**config.mk**
```make
export PLATFORM = sky130hd
export DESIGN_NAME = dll_code_loop_flat
export DESIGN_NICKNAME = d
export VERILOG_FILES = /design/src/rtl/dll_pkg.sv /design/src/rtl/dll_code_loop_if.sv /design/src/rtl/dll_loop_filter.sv /design/src/rtl/dll_code_loop.sv /design/src/flat_wrapper.sv
export SDC_FILE = /design/constraint.sdc
export NUM_CORES = 1
export LEC_CHECK = 0
export BUFFER_PORTS_ARGS = -buffer_cell sky130_fd_sc_hd__buf_4
export CORE_MARGIN = 10
export CORE_UTILIZATION = 44
export CTS_CLUSTER_SIZE = 16
export DETAILED_ROUTE_END_ITERATION = 8
export PLACE_DENSITY = 0.61
export SLEW_MARGIN = 20
export SYNTH_ARGS = -nofsm -noshare
export SYNTH_HDL_FRONTEND = slang
export SYNTH_SLANG_ARGS = --single-unit
```
**constraint.sdc**
```tcl
create_clock -name clk -period 6.87 [get_ports clk]
set_input_delay 0 -clock clk [delete_from_list [all_inputs] [get_ports clk]]
set_output_delay 0 -clock clk [all_outputs]
set_load 0.01 [all_outputs]
```
**src/rtl/dll_pkg.sv**
```systemverilog
// Shared definitions for the DLL code loop: FSM state encoding, datapath
// widths and integrator saturation limits.
package dll_pkg;

  localparam int DISC_W  = 9;
  localparam int INTEG_W = 24;
  localparam int CW_W    = 16;

  localparam logic signed [INTEG_W-1:0] INTEG_MAX = 24'sh7F_FFFF;
  localparam logic signed [INTEG_W-1:0] INTEG_MIN = -24'sh7F_FFFF;

  typedef enum logic [2:0] {
    ST_IDLE,
    ST_CAPTURE,
    ST_DISC,
    ST_FILT,
    ST_OUT
  } dll_state_e;

endpackage

```
**src/rtl/dll_code_loop_if.sv**
```systemverilog
// Epoch bundle from the early/late correlator dispatcher into the DLL.
// master = correlator side, slave = DLL side.
interface dll_code_loop_if;
  logic       rdy_in;
  logic [7:0] early_in;
  logic [7:0] late_in;

  modport master (output rdy_in, output early_in, output late_in);
  modport slave  (input  rdy_in, input  early_in, input  late_in);
endinterface

```
**src/rtl/dll_loop_filter.sv**
```systemverilog
// Proportional-integral loop filter. The integrator accumulates the
// discriminator when enabled and saturates instead of wrapping; the PI sum
// is clamped to +/-CORR_LIMIT. corr_o is combinational and is only
// meaningful while en_i is high (it already includes this epoch's update).
module dll_loop_filter
  import dll_pkg::*;
#(
  parameter int KP_SHIFT   = 2,
  parameter int KI_SHIFT   = 6,
  parameter int CORR_LIMIT = 256
) (
  input  logic                     clk,
  input  logic                     rst_in,
  input  logic                     en_i,
  input  logic signed [DISC_W-1:0] disc_i,
  output logic        [CW_W-1:0]   corr_o
);

  localparam logic signed [INTEG_W-1:0] CORR_MAX = INTEG_W'(CORR_LIMIT);
  localparam logic signed [INTEG_W-1:0] CORR_MIN = -CORR_MAX;

  logic signed [INTEG_W-1:0] integ_q, integ_d;
  logic signed [INTEG_W-1:0] p_term, i_term, pi_sum;

  function automatic logic signed [INTEG_W-1:0] sat_add(
    input logic signed [INTEG_W-1:0] acc,
    input logic signed [DISC_W-1:0]  d
  );
    logic signed [INTEG_W:0] s;
    s = $signed({acc[INTEG_W-1], acc}) + (INTEG_W+1)'(d);
    if (s > INTEG_MAX)      return INTEG_MAX;
    else if (s < INTEG_MIN) return INTEG_MIN;
    else                    return s[INTEG_W-1:0];
  endfunction

  function automatic logic [CW_W-1:0] clamp_corr(
    input logic signed [INTEG_W-1:0] c
  );
    if (c > CORR_MAX)      return CORR_MAX[CW_W-1:0];
    else if (c < CORR_MIN) return CORR_MIN[CW_W-1:0];
    else                   return c[CW_W-1:0];
  endfunction

  // next integrator value and clamped PI correction for this epoch
  always_comb begin
    integ_d = integ_q;
    if (en_i) integ_d = sat_add(integ_q, disc_i);
    p_term = INTEG_W'(disc_i) <<< KP_SHIFT;
    i_term = integ_d >>> KI_SHIFT;
    pi_sum = p_term + i_term;
    corr_o = clamp_corr(pi_sum);
  end

  // integrator register
  always_ff @(posedge clk or negedge rst_in) begin
    if (!rst_in) integ_q <= '0;
    else         integ_q <= integ_d;
  end

endmodule

```
**src/rtl/dll_code_loop.sv**
```systemverilog
// DLL discriminator + loop filter top. Captures early/late magnitudes on an
// epoch strobe, forms E-L, runs the PI filter and publishes a registered
// code-NCO control word four cycles after the strobe.
// Optional lock detector enabled by defining DLL_LOCK_DETECT_EN.
module dll_code_loop
  import dll_pkg::*;
#(
  parameter logic [CW_W-1:0] CW_NOMINAL  = 16'h0400,
  parameter int              KP_SHIFT    = 2,
  parameter int              KI_SHIFT    = 6,
  parameter int              CORR_LIMIT  = 256,
  parameter int              LOCK_THRESH = 8,
  parameter int              LOCK_COUNT  = 16
) (
  input  logic                     clk,
  input  logic                     rst_in,
  dll_code_loop_if.slave           epoch,
  output logic        [CW_W-1:0]   control_word,
  output logic                     cw_valid,
  output logic signed [DISC_W-1:0] disc,
  output logic                     busy,
  output logic                     overrun,
  output logic                     locked
);

  dll_state_e state_q, state_d;

  logic        [7:0]        early_q, late_q;
  logic signed [DISC_W-1:0] disc_q, disc_d;
  logic        [CW_W-1:0]   cw_q, cw_d;
  logic                     cw_valid_q;
  logic                     overrun_q;
  logic        [CW_W-1:0]   corr;

  // FSM state register
  always_ff @(posedge clk or negedge rst_in) begin
    if (!rst_in) state_q <= ST_IDLE;
    else         state_q <= state_d;
  end

  // FSM next state: one cycle per stage, IDLE waits for the epoch strobe
  always_comb begin
    state_d = state_q;
    case (state_q)
      ST_IDLE:    if (epoch.rdy_in) state_d = ST_CAPTURE;
      ST_CAPTURE: state_d = ST_DISC;
      ST_DISC:    state_d = ST_FILT;
      ST_FILT:    state_d = ST_OUT;
      ST_OUT:     state_d = ST_IDLE;
      default:    state_d = ST_IDLE;
    endcase
  end

  // correlator magnitudes are pure data; only an accepted strobe loads them
  always_ff @(posedge clk) begin
    if (state_q == ST_IDLE && epoch.rdy_in) begin
      early_q <= epoch.early_in;
      late_q  <= epoch.late_in;
    end
  end

  // discriminator and output word candidates
  always_comb begin
    disc_d = $signed({1'b0, early_q}) - $signed({1'b0, late_q});
    cw_d   = CW_NOMINAL + corr;
  end

  // registered discriminator, control word, valid pulse and sticky overrun
  always_ff @(posedge clk or negedge rst_in) begin
    if (!rst_in) begin
      disc_q     <= '0;
      cw_q       <= CW_NOMINAL;
      cw_valid_q <= 1'b0;
      overrun_q  <= 1'b0;
    end else begin
      if (state_q == ST_DISC) disc_q <= disc_d;
      if (state_q == ST_FILT) cw_q   <= cw_d;
      cw_valid_q <= (state_q == ST_FILT);
      if (epoch.rdy_in && state_q != ST_IDLE) overrun_q <= 1'b1;
    end
  end

  dll_loop_filter #(
    .KP_SHIFT   (KP_SHIFT),
    .KI_SHIFT   (KI_SHIFT),
    .CORR_LIMIT (CORR_LIMIT)
  ) u_filter (
    .clk    (clk),
    .rst_in (rst_in),
    .en_i   (state_q == ST_FILT),
    .disc_i (disc_q),
    .corr_o (corr)
  );

`ifdef DLL_LOCK_DETECT_EN
  localparam int LCW = $clog2(LOCK_COUNT + 1);

  logic [LCW-1:0]    lock_cnt_q, lock_cnt_d;
  logic              locked_q, locked_d;
  logic [DISC_W-1:0] disc_mag;

  // lock evaluation lands on the same edge as the control word update
  always_comb begin
    disc_mag   = disc_q[DISC_W-1] ? $unsigned(-disc_q) : $unsigned(disc_q);
    lock_cnt_d = lock_cnt_q;
    locked_d   = locked_q;
    if (state_q == ST_FILT) begin
      if (disc_mag <= DISC_W'(LOCK_THRESH)) begin
        if (lock_cnt_q != LCW'(LOCK_COUNT)) lock_cnt_d = lock_cnt_q + LCW'(1);
        locked_d = (lock_cnt_d == LCW'(LOCK_COUNT));
      end else begin
        lock_cnt_d = '0;
        locked_d   = 1'b0;
      end
    end
  end

  // lock counter and indicator registers
  always_ff @(posedge clk or negedge rst_in) begin
    if (!rst_in) begin
      lock_cnt_q <= '0;
      locked_q   <= 1'b0;
    end else begin
      lock_cnt_q <= lock_cnt_d;
      locked_q   <= locked_d;
    end
  end

  assign locked = locked_q;
`else
  assign locked = 1'b0;
`endif

  assign control_word = cw_q;
  assign cw_valid     = cw_valid_q;
  assign disc         = disc_q;
  assign busy         = (state_q != ST_IDLE);
  assign overrun      = overrun_q;

endmodule

```
**src/flat_wrapper.sv**
```systemverilog
// flat-port wrapper written by rule: the top's interface ports become plain ports
module dll_code_loop_flat import dll_pkg::*;
#(
  parameter logic [CW_W-1:0] CW_NOMINAL  = 16'h0400,
  parameter int              KP_SHIFT    = 2,
  parameter int              KI_SHIFT    = 6,
  parameter int              CORR_LIMIT  = 256,
  parameter int              LOCK_THRESH = 8,
  parameter int              LOCK_COUNT  = 16
)
  (clk, rst_in, control_word, cw_valid, disc, busy, overrun, locked, epoch_rdy_in, epoch_early_in, epoch_late_in);
  dll_code_loop_if epoch_i ();
  input  logic clk;
  input  logic rst_in;
  output logic        [CW_W-1:0] control_word;
  output logic cw_valid;
  output logic signed [DISC_W-1:0] disc;
  output logic busy;
  output logic overrun;
  output logic locked;
  input wire logic [$bits(epoch_i.rdy_in)-1:0] epoch_rdy_in;
  input wire logic [$bits(epoch_i.early_in)-1:0] epoch_early_in;
  input wire logic [$bits(epoch_i.late_in)-1:0] epoch_late_in;
  assign epoch_i.rdy_in = epoch_rdy_in;
  assign epoch_i.early_in = epoch_early_in;
  assign epoch_i.late_in = epoch_late_in;
  dll_code_loop #(.CW_NOMINAL(CW_NOMINAL), .KP_SHIFT(KP_SHIFT), .KI_SHIFT(KI_SHIFT), .CORR_LIMIT(CORR_LIMIT), .LOCK_THRESH(LOCK_THRESH), .LOCK_COUNT(LOCK_COUNT)) u_core (.clk(clk), .rst_in(rst_in), .epoch(epoch_i), .control_word(control_word), .cw_valid(cw_valid), .disc(disc), .busy(busy), .overrun(overrun), .locked(locked));
endmodule
```
Word level (Yosys, flattened, before mapping)
Index checks and enable logic that the tools add are counted.
- bits of input ports: 19
- register bits after elaboration: 70
- output and inout port bits: 29
- word-level logic and storage cells: 32
- add/subtract/negate cells: 4
- equality and inequality tests: 4
- multiplexer cells: 7
- reduce and logical (&&, ||, !) cells: 4
- $lt $le $gt $ge: 4
- operators with widths (kind ; number):
    $mux W24 ; 3
    $mux W16 ; 2
    $add A24 B9 Y25 ; 1
    $gt A25 B24 Y1 const B ; 1
    $lt A25 B24 Y1 const B ; 1
    $add A11 B18 Y19 ; 1
    $gt A19 B10 Y1 const B ; 1
    $lt A19 B9 Y1 const B ; 1
    $add A11 B16 Y16 const A ; 1
    $pmux W3 S4 ; 1
    $sub A8 B8 Y9 ; 1
    $eq A3 B2 Y1 const B ; 2
    $eq A3 B1 Y1 const B ; 1
    $logic_not A3 Y1 ; 1
    $mux W3 ; 1
    $reduce_bool A3 Y1 ; 1
    $logic_and A1 B1 Y1 ; 2
    $ne A2 B2 Y1 const B ; 1

Logic depth before layout (Yosys ltp)
Gate-level depths: netlist (run 1).
- word-level depth: 10
- mapped depth: 25
- depth with buffers taken out: 24

Modules after synthesis
A second synthesis (run 1) with hierarchy kept.
- cells, all modules: 684
- area, all modules: 5864.4 µm²
- modules (own cells, without submodules) (module ; area each (µm²) ; seq. area each (µm²) ; times used ; cells an instance):
    dll_loop_filter ; 3791.1 ; 600.6 ; 1 ; 493
    dll_code_loop ; 2073.2 ; 1232.4 ; 1 ; 191

Worst setup path after synthesis (run 1)
No wires, ideal clock.
- path kind: reg2reg
- from: register u_core.disc_q[8], in the netlist u_core.disc[8]
- to: register u_core.cw_q[8], in the netlist u_core.control_word[8]
- clock period less this slack: 5419 ps
- stages on the path, launching flop included: 22
- setup slack: 1451 ps
- required time: 6744 ps
- path buffers: 3
- data arrival time: 5292 ps
- library setup time: 126 ps
- cells stage by stage: dfrtp_1 > ha_1 > buf_6 > a21o_1 > a31oi_1 > o21ai_0 > and2_2 > o21a_1 > nor3_1 > buf_4 > clkbuf_1 > o21ai_0 > ha_1 > a2111oi_4 > o21ai_2 > a311o_1 > o2111ai_1 > o221ai_1 > nand3b_1 > nor3_4 > o21ai_2 > o32a_1
- word-level cells in the longest chain between the ends: 10
- elaborated cells between the ends (all ways): 12
- those cells by class: add/sub: 3; order compare: 4; mux: 5
- RTL lines (item ; line ; source):
    from (decl) ; dll_code_loop.sv:29 ; logic signed [DISC_W-1:0] disc_q, disc_d;
    from (signal assigned) ; dll_code_loop.sv:76 ; if (state_q == ST_DISC) disc_q <= disc_d;
    $add A24 B9 Y25 * ; dll_loop_filter.sv:30 ; s = $signed({acc[INTEG_W-1], acc}) + (INTEG_W+1)'(d);
    $lt A25 B24 Y1 ; dll_loop_filter.sv:32 ; else if (s < INTEG_MIN) return INTEG_MIN;
    $mux W24 ; dll_loop_filter.sv:32 ;
    $mux W24 * ; dll_loop_filter.sv:31 ; if (s > INTEG_MAX) return INTEG_MAX;
    $mux W24 * ; dll_loop_filter.sv:47 ; if (en_i) integ_d = sat_add(integ_q, disc_i);
    net u_core.u_filter.integ_d[14] ; dll_loop_filter.sv:22 ; logic signed [INTEG_W-1:0] integ_q, integ_d;
    $add A11 B18 Y19 * ; dll_loop_filter.sv:50 ; pi_sum = p_term + i_term;
    $lt A19 B9 Y1 ; dll_loop_filter.sv:40 ; else if (c < CORR_MIN) return CORR_MIN[CW_W-1:0];
    $mux W16 ; dll_loop_filter.sv:40 ;
    $mux W16 * ; dll_loop_filter.sv:39 ; if (c > CORR_MAX) return CORR_MAX[CW_W-1:0];
    $add A11 B16 Y16 * ; dll_code_loop.sv:65 ; cw_d = CW_NOMINAL + corr;
    to (signal assigned) ; dll_code_loop.sv:77 ; if (state_q == ST_FILT) cw_q <= cw_d;
    to (decl) ; dll_code_loop.sv:30 ; logic [CW_W-1:0] cw_q, cw_d;
The timed path passes the listed nets; every way through them passes the cells marked *.
A chain may end at the register's enable or synchronous reset.

Worst setup path in the final report (run 1)
- from: register u_core.disc_q[0], in the netlist u_core.disc[0]
- to: register u_core.cw_q[6], in the netlist u_core.control_word[6]
Same word-level chain as after synthesis.

==> results of run 1 <==
-- layer usage --
metal,up-vias,GRT usage (%)
li1,2544,-
met4,0,6.35
met2,162,27.1
met3,22,3.44
met1,2514,23.9
met5,-,0
-- area by class of cell --
| type | count | area [µm²] | area share, % |
|---|---|---|---|
| Tap cell | 172 | 215 | 3.21 |
| Clock buffer | 12 | 246 | 3.67 |
| Inverter | 31 | 116 | 1.73 |
| Multi-Input combinational cell | 526 | 3670 | 54.6 |
| Timing Repair Buffer | 69 | 563 | 8.39 |
| Sequential cell | 70 | 1830 | 27.3 |
| Clock inverter | 4 | 72.6 | 1.08 |
-- through the flow --
| stage | util, % | cells |
|---|---|---|
| 2_1_floorplan | - | 656 |
| 3_3_place_gp | 48.8 | 850 |
| 3_5_place_dp | 48.8 | 850 |
| 4_1_cts | 52.7 | 884 |
| 5_1_grt | 52.8 | 884 |
| 6_report | 52.8 | 884 |
-- placed cells by master, fill, tap and decap left out, types with 5 or more instances in the layout --
cell           synthesis  layout
a211oi_1              13      13
a21o_1                18      18
a21oi_1               46      46
and2_1                 9       9
buf_4                  4      51
clkbuf_16              0       9
dfrtp_1               53      53
dlygate4sd3_1          0      18
edfxtp_1              16      16
ha_1                  49      49
inv_1                 30      30
nand2_1               74      74
nand2b_1              11      11
nand3_1               10      10
nand4_1                7       7
nor2_1                40      40
nor2b_1                6       6
nor3_1                14      13
nor4_1                11      11
o211ai_1              10      10
o21a_1                 9       9
o21ai_0               45      45
o21ai_1                5       5
o31ai_1               15      15
or2_2                  6       6
or3_1                  5       5
xnor2_1               21      21
xor2_1                14      14
-- what timing repair did --
item                                    in CTS  in global routing
endpoints found under the hold margin       71                  0
endpoints found under the setup margin       0                  9
hold buffers                                18                  0
gates resized for setup                      0                  1
buffers inserted                             0                  0
-- worst max-delay path, cell delays in order, from the launching register on --
cell	delay, ns
dfrtp_1	0.44
ha_1	0.20
inv_1	0.05
fa_1	0.40
nand2b_1	0.18
a21oi_1	0.26
o21a_1	0.29
a21o_1	0.20
a31o_4	0.22
a41oi_4	0.35
nor3_4	0.63
nor2_1	0.11
o21ai_0	0.16
ha_1	0.39
a2111oi_4	0.41
o21ai_2	0.18
a31oi_2	0.25
nor3b_1	0.28
nor4_1	0.12
a31oi_2	0.65
nor4_1	0.11
a21oi_1	0.19
o31ai_1	0.10
-- registers in the layout, indices dropped and copies added, names as in the netlist --
signal                   count
u_core.u_filter.integ_q     24
u_core.control_word         16
u_core.disc                  9
u_core.early_q               8
u_core.late_q                8
u_core.state_q               3
u_core.cw_valid              1
u_core.overrun               1
-- worst paths after layout --
kind	startpoint	endpoint	slack (ns)	cells past startpoint
setup / recovery	u_core.disc[0]$_DFFE_PN0P_	u_core.control_word[6]$_DFFE_PN0P_	0.51	22
hold / removal	rst_in	u_core.control_word[12]$_DFFE_PN0P_	0.25	2
setup reg to reg	u_core.disc[0]$_DFFE_PN0P_	u_core.control_word[6]$_DFFE_PN0P_	0.51	22
hold reg to reg	u_core.overrun$_DFFE_PN0P_	u_core.overrun$_DFFE_PN0P_	0.46	1
max in group asynchronous	rst_in	u_core.u_filter.integ_q[20]$_DFF_PN0_	6.13	2
min in group clk	epoch_late_in[6]	u_core.late_q[6]$_DFFE_PP_	0.38	2
-- cells by family (layout without fill, tap and decap cells) --
| family | Yosys count | count (layout) |
|---|---|---|
| AO/OA/AOI/OAI | 219 | 219 |
| XOR/XNOR | 35 | 35 |
| adder cells (fa/ha/maj) | 55 | 55 |
| buffers and inverters | 60 | 116 |
| flip-flops | 70 | 70 |
| multiplexers | 1 | 1 |
| other | 1 | 1 |
| AND/OR/NAND/NOR | 215 | 215 |
==> out/metrics.sh, run 1 <==
STDCELL_AREA_UM2=6710
SYNTH_TOP_AREA_SHARE_PCT=23.0
PIN_COUNT_OF_THE_BIGGEST_NET_ENTERING_GLOBAL_ROUTING=55
IO_PINS=48
NUMCTSBUFFERS=9
WIRELENGTH_MET1_UM=7480
SYNTHTOPCELLSBYCOUNT='nand2_1, dfrtp_1, ha_1, a21oi_1, o21ai_0'
YOSYS.AREA_SHARE.ADDER_PCT=12.2
CLOCK_TREE_FROM_TRITONCTS='done'
HP-CLASS='input port to asynchronous set/reset pin'
SYNTH-EDFF-COUNT=16
CTS.SINK_COUNT=70
WORST-SLEW-PIN-TRANSITION_NS=0.918
VIA_COUNT=5242
ANTENNA_VIOLATIONS_BEFORE_REPAIR=0
CTS.HTREE.LEVELS=3
SYNTH.NET_COUNT=727
ROUTER_ITERATIONS_BEFORE_ANTENNA_REPAIR=5
SYNTH_SIMPLE_GATE_AREA_SHARE_PCT=18.6
DRV.MAX_CAP_VIOLATION_COUNT=0
FLOORPLAN.INITIALDENSITY_PCT=45.3
TIMING.SETUP.TNS_NS=0
DIE_W_UM=134
YOSYS.AREA_SHARE.XOR_XNOR_PCT=5.32
LAYOUT_MIN_CYCLE_TIME_NS=6.36
FIN_CRIT_SH_PCT=92.5
CLOCK.FMAX_MHz=157
FLOORPLAN.DIE_AREA_UM2=18100
GP_CONGESTION=0.889
CELLS_AFTER_SYNTH=656
CTS_ROOT_BUFFER='clkbuf_16'
FINISH.NET_COUNT=778
FLOW.AREA_GROWTH_FROM_SYNTHESIS_PCT=16.5
SYNTH.LIB_CELLS_USED.DISTINCT=82
POST-ROUTE-WORST-SETUP-SLACK_NS=0.515
HIGHEST_LAYER='met4'
NUMPORTBUFFERS=46
FINALCLOCKSKEW_NS=0.0101
HOLD_VIOLATIONS=0
CLOCK_LATENCY_NS=0.33
DETAILROUTE.WIRELENGTH.MET3_UM=821
YOSYS.CELL_COUNT.TOP_TYPE='nand2_1'
DIODES=0
SYNTH-WARNING-COUNT=0
TIMING.SLEW.HEADROOM_PCT=38.8
WIRELENGTH_UM=15700
CRITICALPATHCATEGORY='register to register'
GRTUSAGETOTAL_PCT=17.6
ROW_COUNT=41
SETUP.WORST_PATH.START_CLASS='register'
YOSYS_MOST_USED_DFF='dfrtp_1'
FILL_CELLS=1212
PLACEABLECOREAREA_UM2=12700
RSZ0062_AT_GRT='no'
NUMBER_OF_DESIGN_RULE_VIOLATIONS_LEFT_AFTER_DETAIL_ROUTING=0
SLEW_VIOL_FINAL=0
SYNTH.AREA.TOP_CELLS='dfrtp_1, ha_1, edfxtp_1'
FF_LATCH_COUNT_SYNTH=70
SYNTH-COMPOUND-AREA-SHARE_PCT=27.0
GRT_PASS1_WL_UM=26300
SYN-CELL-AREA_UM2=5760
GRT_PASS1_VIAS=5078
DRT_ITER0_MARKERS=345
WORST_HOLD_SLACK_NS=0.253
MET2WIRELENGTH_UM=7170
SYNTH_TOP_FAMILY_BY_AREA='compound AO/OA/AOI/OAI gates'
CLK_PIN_SLEW_WORST_PATHS_NS=0.06
SYNTH_SEQ_AREA_SHARE_PCT=31.8
OUTCOME='finished, final reports clean'
RATIO_OF_CELLS_WITH_DRIVE_ABOVE_1_IN_THE_FINAL_LAYOUT_PCT=13.6
WORST-ENDPOINT-ARRIVAL_NS=6.53
DRT-VIAS-PER-INSTANCE=5.93
WL_PER_CELL_UM=17.8
CRIT_PATH_MAX_FANOUT=19
POSTSYNTH.ASYNCRESETSHARE_PCT=77.1
CTSLONGESTPATHBUFFERS=2
POST_DP_CELL_AREA_UM2=6210
POST_SYNTH_MUX_AREA_SHARE_PCT=0.174
SETUP-VIOLATIONS-FINAL=0
DETAIL-ROUTE-ANTENNA-NETS=0
OVERALL_DIE_HEIGHT_UM=134
DP_WORST_SETUP_SLACK_NS=0.371
CRITICAL_PATH.ENDPOINT_TYPE='register'
SYN-MEAN-INSTANCE-AREA_UM2=8.79
GLOBALROUTE.TOTALOVERFLOW=0
CP_DATA_REQUIRED_TIME_NS=7.05
SYNTH_LARGEST_AREA_CELL='dfrtp_1'
DP_HPWL_UM=11900
Power of run 1 is left out: the tool's default activity adds up to more than one toggle a clock period on the data nets, which glitch-free logic cannot reach.
==> run 2, diff against run 1 <==
- GPL_TIMING_DRIVEN: unset -> 0
==> run 2 against run 1 <==
  * Sequential share of layout area fell by 0.33 points
  * Worst hold slack got worse by 0.00091 ns
  * Critical path depth fell by 2
  * Register-to-register slack got worse by 0.18 ns
  * Clock skew fell by 0.0021 ns
  * Via count rose by 0.44%
  * Worst setup slack got worse by 0.18 ns
  * Core utilization rose by 0.69 points
==> out/metrics.sh, run 2 (synthesized netlist as in run 1, its figures left out) <==
VIA_COUNT=5265  # +0.44%
CRITICAL_PATH.MAX_STAGE_DELAY_NS=0.75  # +0.10 ns
OVERALL_DIE_HEIGHT_UM=134  # unchanged
SEQ_AREA_UM2=1830  # about the same
FINISH.NET_COUNT=802  # +3.1%
PLACEABLECOREAREA_UM2=12700  # unchanged
CLOCK.FMAX_MHz=153  # -2.7%
RSZ0062_AT_GRT='no'
WL_PER_CELL_UM=17.6  # -1.3%
NUMPORTBUFFERS=46  # unchanged
CLOCK_TREE_FROM_TRITONCTS='done'
DIE_W_UM=134  # unchanged
SETUP.WORST_PATH.START_CLASS='register'
FINALCLOCKSKEW_NS=0.00803  # -0.00207 ns
REGTOREGSTARTPOINT='u_core.disc[8]$_DFFE_PN0P_'
NUMCTSBUFFERS=9  # unchanged
CTSRESIZECOUNT=0  # unchanged
LAYOUT_MIN_CYCLE_TIME_NS=6.53  # +0.177 ns
DP_HPWL_UM=12200  # +1.9%
ROUTER_ITERATIONS_BEFORE_ANTENNA_REPAIR=5  # unchanged
CRIT_PATH_MAX_FANOUT=26  # +7
LARGEST_REGISTER_FF_COUNT=24  # unchanged
TIMING.REG2REG.WORST_PATH_DEPTH=20  # -9.1%
GRT_PASS1_WL_UM=26000  # -1.4%
TOP_REG_BY_FLOPS='u_core.u_filter.integ_q'
DIODES=0  # unchanged
GLOBALROUTE.TOTALOVERFLOW=0  # unchanged
CLK_PIN_SLEW_WORST_PATHS_NS=0.05  # about the same
HP-CLASS='input port to asynchronous set/reset pin'
FLOORPLAN.INITIALDENSITY_PCT=45.3  # unchanged
NUMBER_OF_DESIGN_RULE_VIOLATIONS_LEFT_AFTER_DETAIL_ROUTING=0  # unchanged
PIN_COUNT_OF_THE_BIGGEST_NET_ENTERING_GLOBAL_ROUTING=55  # unchanged
FINAL_COMMON_CELL='nand2_1'
HOLD_VIOLATIONS=0  # unchanged
CTS.SINK_COUNT=70  # unchanged
RATIO_OF_CELLS_WITH_DRIVE_ABOVE_1_IN_THE_FINAL_LAYOUT_PCT=14.4  # +0.78 points
CLOCK_LATENCY_NS=0.33  # about the same
CRIT_PATH_CELL_TRACE='ha_1, a21oi_4, nor2_2, a311oi_4, a21oi_2, o21a_1, nor3_1, buf_4, clkbuf_1, o21ai_0, ha_1, a2111oi_4, o21ai_2, a31oi_2, nor3b_1, o221ai_1, nand3b_1, nor4_1, o21ai_0, o311ai_1'
FLOW.AREA_GROWTH_FROM_SYNTHESIS_PCT=18.0
CTS_ROOT_BUFFER='clkbuf_16'
GRT_PASS1_VIAS=5202  # +2.4%
GRTUSAGETOTAL_PCT=17.6  # -0.044 points
FLOORPLAN.DIE_AREA_UM2=18100  # unchanged
ROW_COUNT=41  # unchanged
DRT-VIAS-PER-INSTANCE=5.80  # -2.2%
CRITPATHSLOWESTCELL='dfrtp_2'
FILL_CELLS=1209  # -0.25%
IO_PINS=48  # unchanged
FINALCOREUTILIZATION_PCT=53.5  # +0.69 points
FIN_CRIT_SH_PCT=95.1  # +2.6 points
ANTENNA_VIOLATIONS_BEFORE_REPAIR=0  # unchanged
REG2REG_SLACK_NS=0.34  # -0.18 ns
TIMING.SETUP.TNS_NS=0  # unchanged
SLEW_VIOL_FINAL=0  # unchanged
CP_DATA_REQUIRED_TIME_NS=7.10  # +0.05 ns
CTS.HTREE.LEVELS=3  # unchanged
CRITICALPATHCATEGORY='register to register'
WORST-SLEW-PIN-TRANSITION_NS=0.762  # -0.156 ns
TIMING.SLEW.HEADROOM_PCT=49.1  # +10 points
OUTCOME='finished, final reports clean'
WORST-ENDPOINT-ARRIVAL_NS=6.76  # +0.23 ns
CTSLONGESTPATHBUFFERS=2  # unchanged
R2R_ENDPOINT='u_core.control_word[1]$_DFFE_PN0P_'
DRV.MAX_CAP_VIOLATION_COUNT=0  # unchanged
CRITICAL_PATH.ENDPOINT_TYPE='register'
GP_CONGESTION=0.879  # -1.1%
MOST_FREQUENT_CELLS_IN_THE_LAYOUT='nand2_1, dfrtp_1, buf_4, ha_1, a21oi_1'
AREA_OF_THE_MULTI_INPUT_GATES_UM2=3660  # -0.24%
DRT_ITER0_MARKERS=346  # +0.29%
SETUP-VIOLATIONS-FINAL=0  # unchanged
WIRELENGTH_UM=16000  # +1.4%
DETAIL-ROUTE-ANTENNA-NETS=0  # unchanged
-- run 2: changes by cell type in the layout (fill, tap and decap cells not counted), sizes merged --
cell	before	now
buf	51	58
clkinv	2	4
clkinvlp	1	2
clkbuf	12	27
bufinv	2	1
-- run 2: critical path, delay by kind of cell (launching register included) --
family	cells	cell delay, ns
compound gates	11	2.59
fa+ha+maj	2	0.88
buf+inv	2	0.73
flops	1	0.75
simple gates	5	1.46
-- run 2: through the flow --
step	worst slack, ns	std cells	area, µm²	hold slack (ns)
after floorplan	1.45	656	5760	-0.296
after global placement	0.0992	874	6320	0.0949
after detailed placement	0.0915	874	6330	0.0983
after CTS	0.0743	908	6800	0.284
after global routing	0.00893	908	6800	0.303
final	0.338	908	6800	0.253
-- run 2: area by class of cell --
cell class / count / share of cell area (%)
plain buffers: 29 / 2.34
clock buffers: 10 / 3.37
clock inverters: 6 / 0.938
inverters: 31 / 1.71
multi-input cells: 526 / 53.8
flip-flops and latches: 70 / 27.0
well taps: 172 / 3.16
repair buffers: 64 / 7.73
-- run 2: per-layer routing --
layer  global-route usage (%)  wire length, µm  vias up
li1                         -                -     2579
met5                        0                0        -
met4                     4.17              174        0
met2                     28.2             7400      170
met3                     3.96              949       18
met1                     23.4             7440     2498
-- run 2: worst max path at each step --
stage,from,to,slack [ns],cells past startpoint
2_1_floorplan,u_core.disc[8]$_DFFE_PN0P_,u_core.control_word[8]$_DFFE_PN0P_,1.45,21
3_3_place_gp,u_core.disc[8]$_DFFE_PN0P_,u_core.control_word[1]$_DFFE_PN0P_,0.1,20
3_5_place_dp,u_core.disc[8]$_DFFE_PN0P_,u_core.control_word[1]$_DFFE_PN0P_,0.09,20
4_1_cts,u_core.disc[8]$_DFFE_PN0P_,u_core.control_word[1]$_DFFE_PN0P_,0.07,20
5_1_grt,u_core.disc[8]$_DFFE_PN0P_,u_core.control_word[12]$_DFFE_PN0P_,0.009,21
6_report,u_core.disc[8]$_DFFE_PN0P_,u_core.control_word[1]$_DFFE_PN0P_,0.34,20
-- run 2: repair_timing --
item	CTS	global route
hold endpoints to repair	71	0
hold buffers	18	0
setup buffers	0	0
Power of run 2 is left out for the same reason.
==> run 3, diff against run 2 <==
- MAX_ROUTING_LAYER: unset -> met4
==> run 3 against run 2 <==
  * Sequential share of layout area is the same
  * Final area is the same
  * Via count shrank 1.0%
  * Register-to-register slack gained 0.07 ns
  * Non-clock buffer count is the same
  * Critical path type unchanged
==> out/metrics.sh, run 3 (synthesized netlist as in run 1, its figures left out) <==
WIRELENGTH_UM=15900  # -0.65%
FINALCLOCKSKEW_NS=0.00669  # -0.00134 ns
DP_HPWL_UM=12200  # unchanged
STDCELL_AREA_UM2=6800  # unchanged
OUTCOME='finished, final reports clean'
GLOBALROUTE.TOTALOVERFLOW=0  # unchanged
REG2REG_SLACK_NS=0.40  # +0.07 ns
GP_CONGESTION=0.894  # +1.6%
TIMING.SLEW.HEADROOM_PCT=49.9  # +0.77 points
TIMING.SETUP.TNS_NS=0  # unchanged
FINAL_COMMON_CELL='nand2_1'
ANTENNA_VIOLATIONS_BEFORE_REPAIR=0  # unchanged
FLOORPLAN.DIE_AREA_UM2=18100  # unchanged
CP_DATA_REQUIRED_TIME_NS=7.07  # -0.03 ns
CRITICAL_PATH.ENDPOINT_TYPE='register'
CRITPATHSLOWESTCELL='dfrtp_2'
FIN_CRIT_SH_PCT=94.1  # -0.96 points
IO_PINS=48  # unchanged
DETAIL-ROUTE-ANTENNA-NETS=0  # unchanged
PIN_COUNT_OF_THE_BIGGEST_NET_ENTERING_GLOBAL_ROUTING=55  # unchanged
ROW_COUNT=41  # unchanged
RSZ0062_AT_GRT='no'
PLACEABLECOREAREA_UM2=12700  # unchanged
HOLD_VIOLATIONS=0  # unchanged
CTS_ROOT_BUFFER='clkbuf_16'
SETUP.WORST_PATH.START_CLASS='register'
WORST-ENDPOINT-ARRIVAL_NS=6.67  # -0.09 ns
CRIT_PATH_MAX_FANOUT=26  # unchanged
CRITICALPATHCATEGORY='register to register'
GRT_PASS1_VIAS=5211  # +0.17%
SLEW_VIOL_FINAL=0  # unchanged
FINISH.NET_COUNT=802  # unchanged
WL_PER_CELL_UM=17.5  # -0.65%
FILL_CELLS=1209  # unchanged
CTS.SINK_COUNT=70  # unchanged
RATIO_OF_CELLS_WITH_DRIVE_ABOVE_1_IN_THE_FINAL_LAYOUT_PCT=14.4  # unchanged
CTSRESIZECOUNT=0  # unchanged
CTSLONGESTPATHBUFFERS=2  # unchanged
FLOORPLAN.INITIALDENSITY_PCT=45.3  # unchanged
OVERALL_DIE_HEIGHT_UM=134  # unchanged
NUMCTSBUFFERS=9  # unchanged
GRTUSAGETOTAL_PCT=18.0  # +0.46 points
CRIT_PATH_CELL_TRACE='ha_1, a21oi_4, nor2_2, a311oi_4, a21oi_2, o21a_1, nor3_1, buf_4, clkbuf_1, o21ai_0, ha_1, a2111oi_4, o21ai_2, a31oi_2, nor3b_1, nor4_1, a31oi_2, buf_4, nor4_1, a21oi_1, o31ai_1'
DRT-VIAS-PER-INSTANCE=5.74  # -1.0%
ROUTER_ITERATIONS_BEFORE_ANTENNA_REPAIR=5  # unchanged
FLOW.AREA_GROWTH_FROM_SYNTHESIS_PCT=18.0  # unchanged
VIA_COUNT=5210  # -1.0%
MOST_FREQUENT_CELLS_IN_THE_LAYOUT='nand2_1, dfrtp_1, buf_4, ha_1, a21oi_1'
DRT_ITER0_MARKERS=319  # -7.8%
HP-CLASS='input port to asynchronous set/reset pin'
WORSTPATHBUFFERINVERTERCOUNT=3  # +1
KIND_OF_CELL_ADDING_THE_MOST_DELAY_TO_THE_CRITICAL_PATH='compound AO/OA/AOI/OAI gates'
DRV.MAX_CAP_VIOLATION_COUNT=0  # unchanged
CLOCK_TREE_FROM_TRITONCTS='done'
CLK_PIN_SLEW_WORST_PATHS_NS=0.05  # about the same
GRT_PASS1_WL_UM=25900  # -0.21%
POST_DP_CELL_AREA_UM2=6330  # unchanged
CTS.HTREE.LEVELS=3  # unchanged
TOP_REG_BY_FLOPS='u_core.u_filter.integ_q'
NUMPORTBUFFERS=46  # unchanged
LARGEST_REGISTER_FF_COUNT=24  # unchanged
CRITICAL_PATH.MAX_STAGE_DELAY_NS=0.74  # about the same
WORST-SLEW-PIN-TRANSITION_NS=0.751  # -0.0115 ns
CLOCK_LATENCY_NS=0.34  # about the same
DIE_W_UM=134  # unchanged
SETUP-VIOLATIONS-FINAL=0  # unchanged
NUMBER_OF_DESIGN_RULE_VIOLATIONS_LEFT_AFTER_DETAIL_ROUTING=0  # unchanged
CLOCK.FMAX_MHz=155  # +1.0%
DIODES=0  # unchanged
LAYOUT_MIN_CYCLE_TIME_NS=6.47  # -0.0659 ns
[run 3: path summary, 6_finish.rpt]
check                                              startpoint  depth (start not counted)                                  end
worst max register to register     u_core.disc[8]$_DFFE_PN0P_                         21   u_core.control_word[3]$_DFFE_PN0P_
worst min-delay path                                   rst_in                          2  u_core.control_word[12]$_DFFE_PN0P_
worst min register to register  u_core.state_q[2]$_DFFE_PN0P_                          1        u_core.state_q[1]$_DFFE_PN0P_
worst max-delay path               u_core.disc[8]$_DFFE_PN0P_                         21   u_core.control_word[3]$_DFFE_PN0P_
min in group clk                             epoch_late_in[7]                          2           u_core.late_q[7]$_DFFE_PP_
max in group asynchronous                              rst_in                          2           u_core.disc[8]$_DFFE_PN0P_
[run 3: per-layer routing]
layer | vias up | wire length (µm) | GRT usage, %
met5 | - | 0 | -
met3 | 20 | 818 | 2.54
met2 | 142 | 7290 | 28.2
li1 | 2576 | - | -
met4 | 0 | 241 | 5.62
met1 | 2472 | 7510 | 23.6
[run 3: what timing repair did]
action,4_1_cts,5_1_grt
setup buffers,0,0
hold endpoints to repair,71,0
hold buffers,18,0
[run 3: per-stage QoR]
stage,utilization (%),hold WS [ns],instances,worst slack [ns]
3_3_place_gp,49.7,0.0949,874,0.0992
3_5_place_dp,49.7,0.0983,874,0.0915
5_1_grt,53.5,0.306,908,0.00888
4_1_cts,53.4,0.284,908,0.0743
2_1_floorplan,-,-0.296,656,1.45
6_report,53.5,0.252,908,0.404
[run 3: cell type report]
| class | instances | area (µm²) | share of cell area, % |
|---|---|---|---|
| Buffer | 29 | 159 | 2.34 |
| Clock buffer | 10 | 229 | 3.37 |
| Clock inverter | 6 | 63.8 | 0.938 |
| Inverter | 31 | 116 | 1.71 |
| Multi-Input combinational cell | 526 | 3660 | 53.8 |
| Sequential cell | 70 | 1830 | 27.0 |
| Tap cell | 172 | 215 | 3.16 |
| Timing Repair Buffer | 64 | 526 | 7.73 |
Power of run 3 is left out for the same reason.
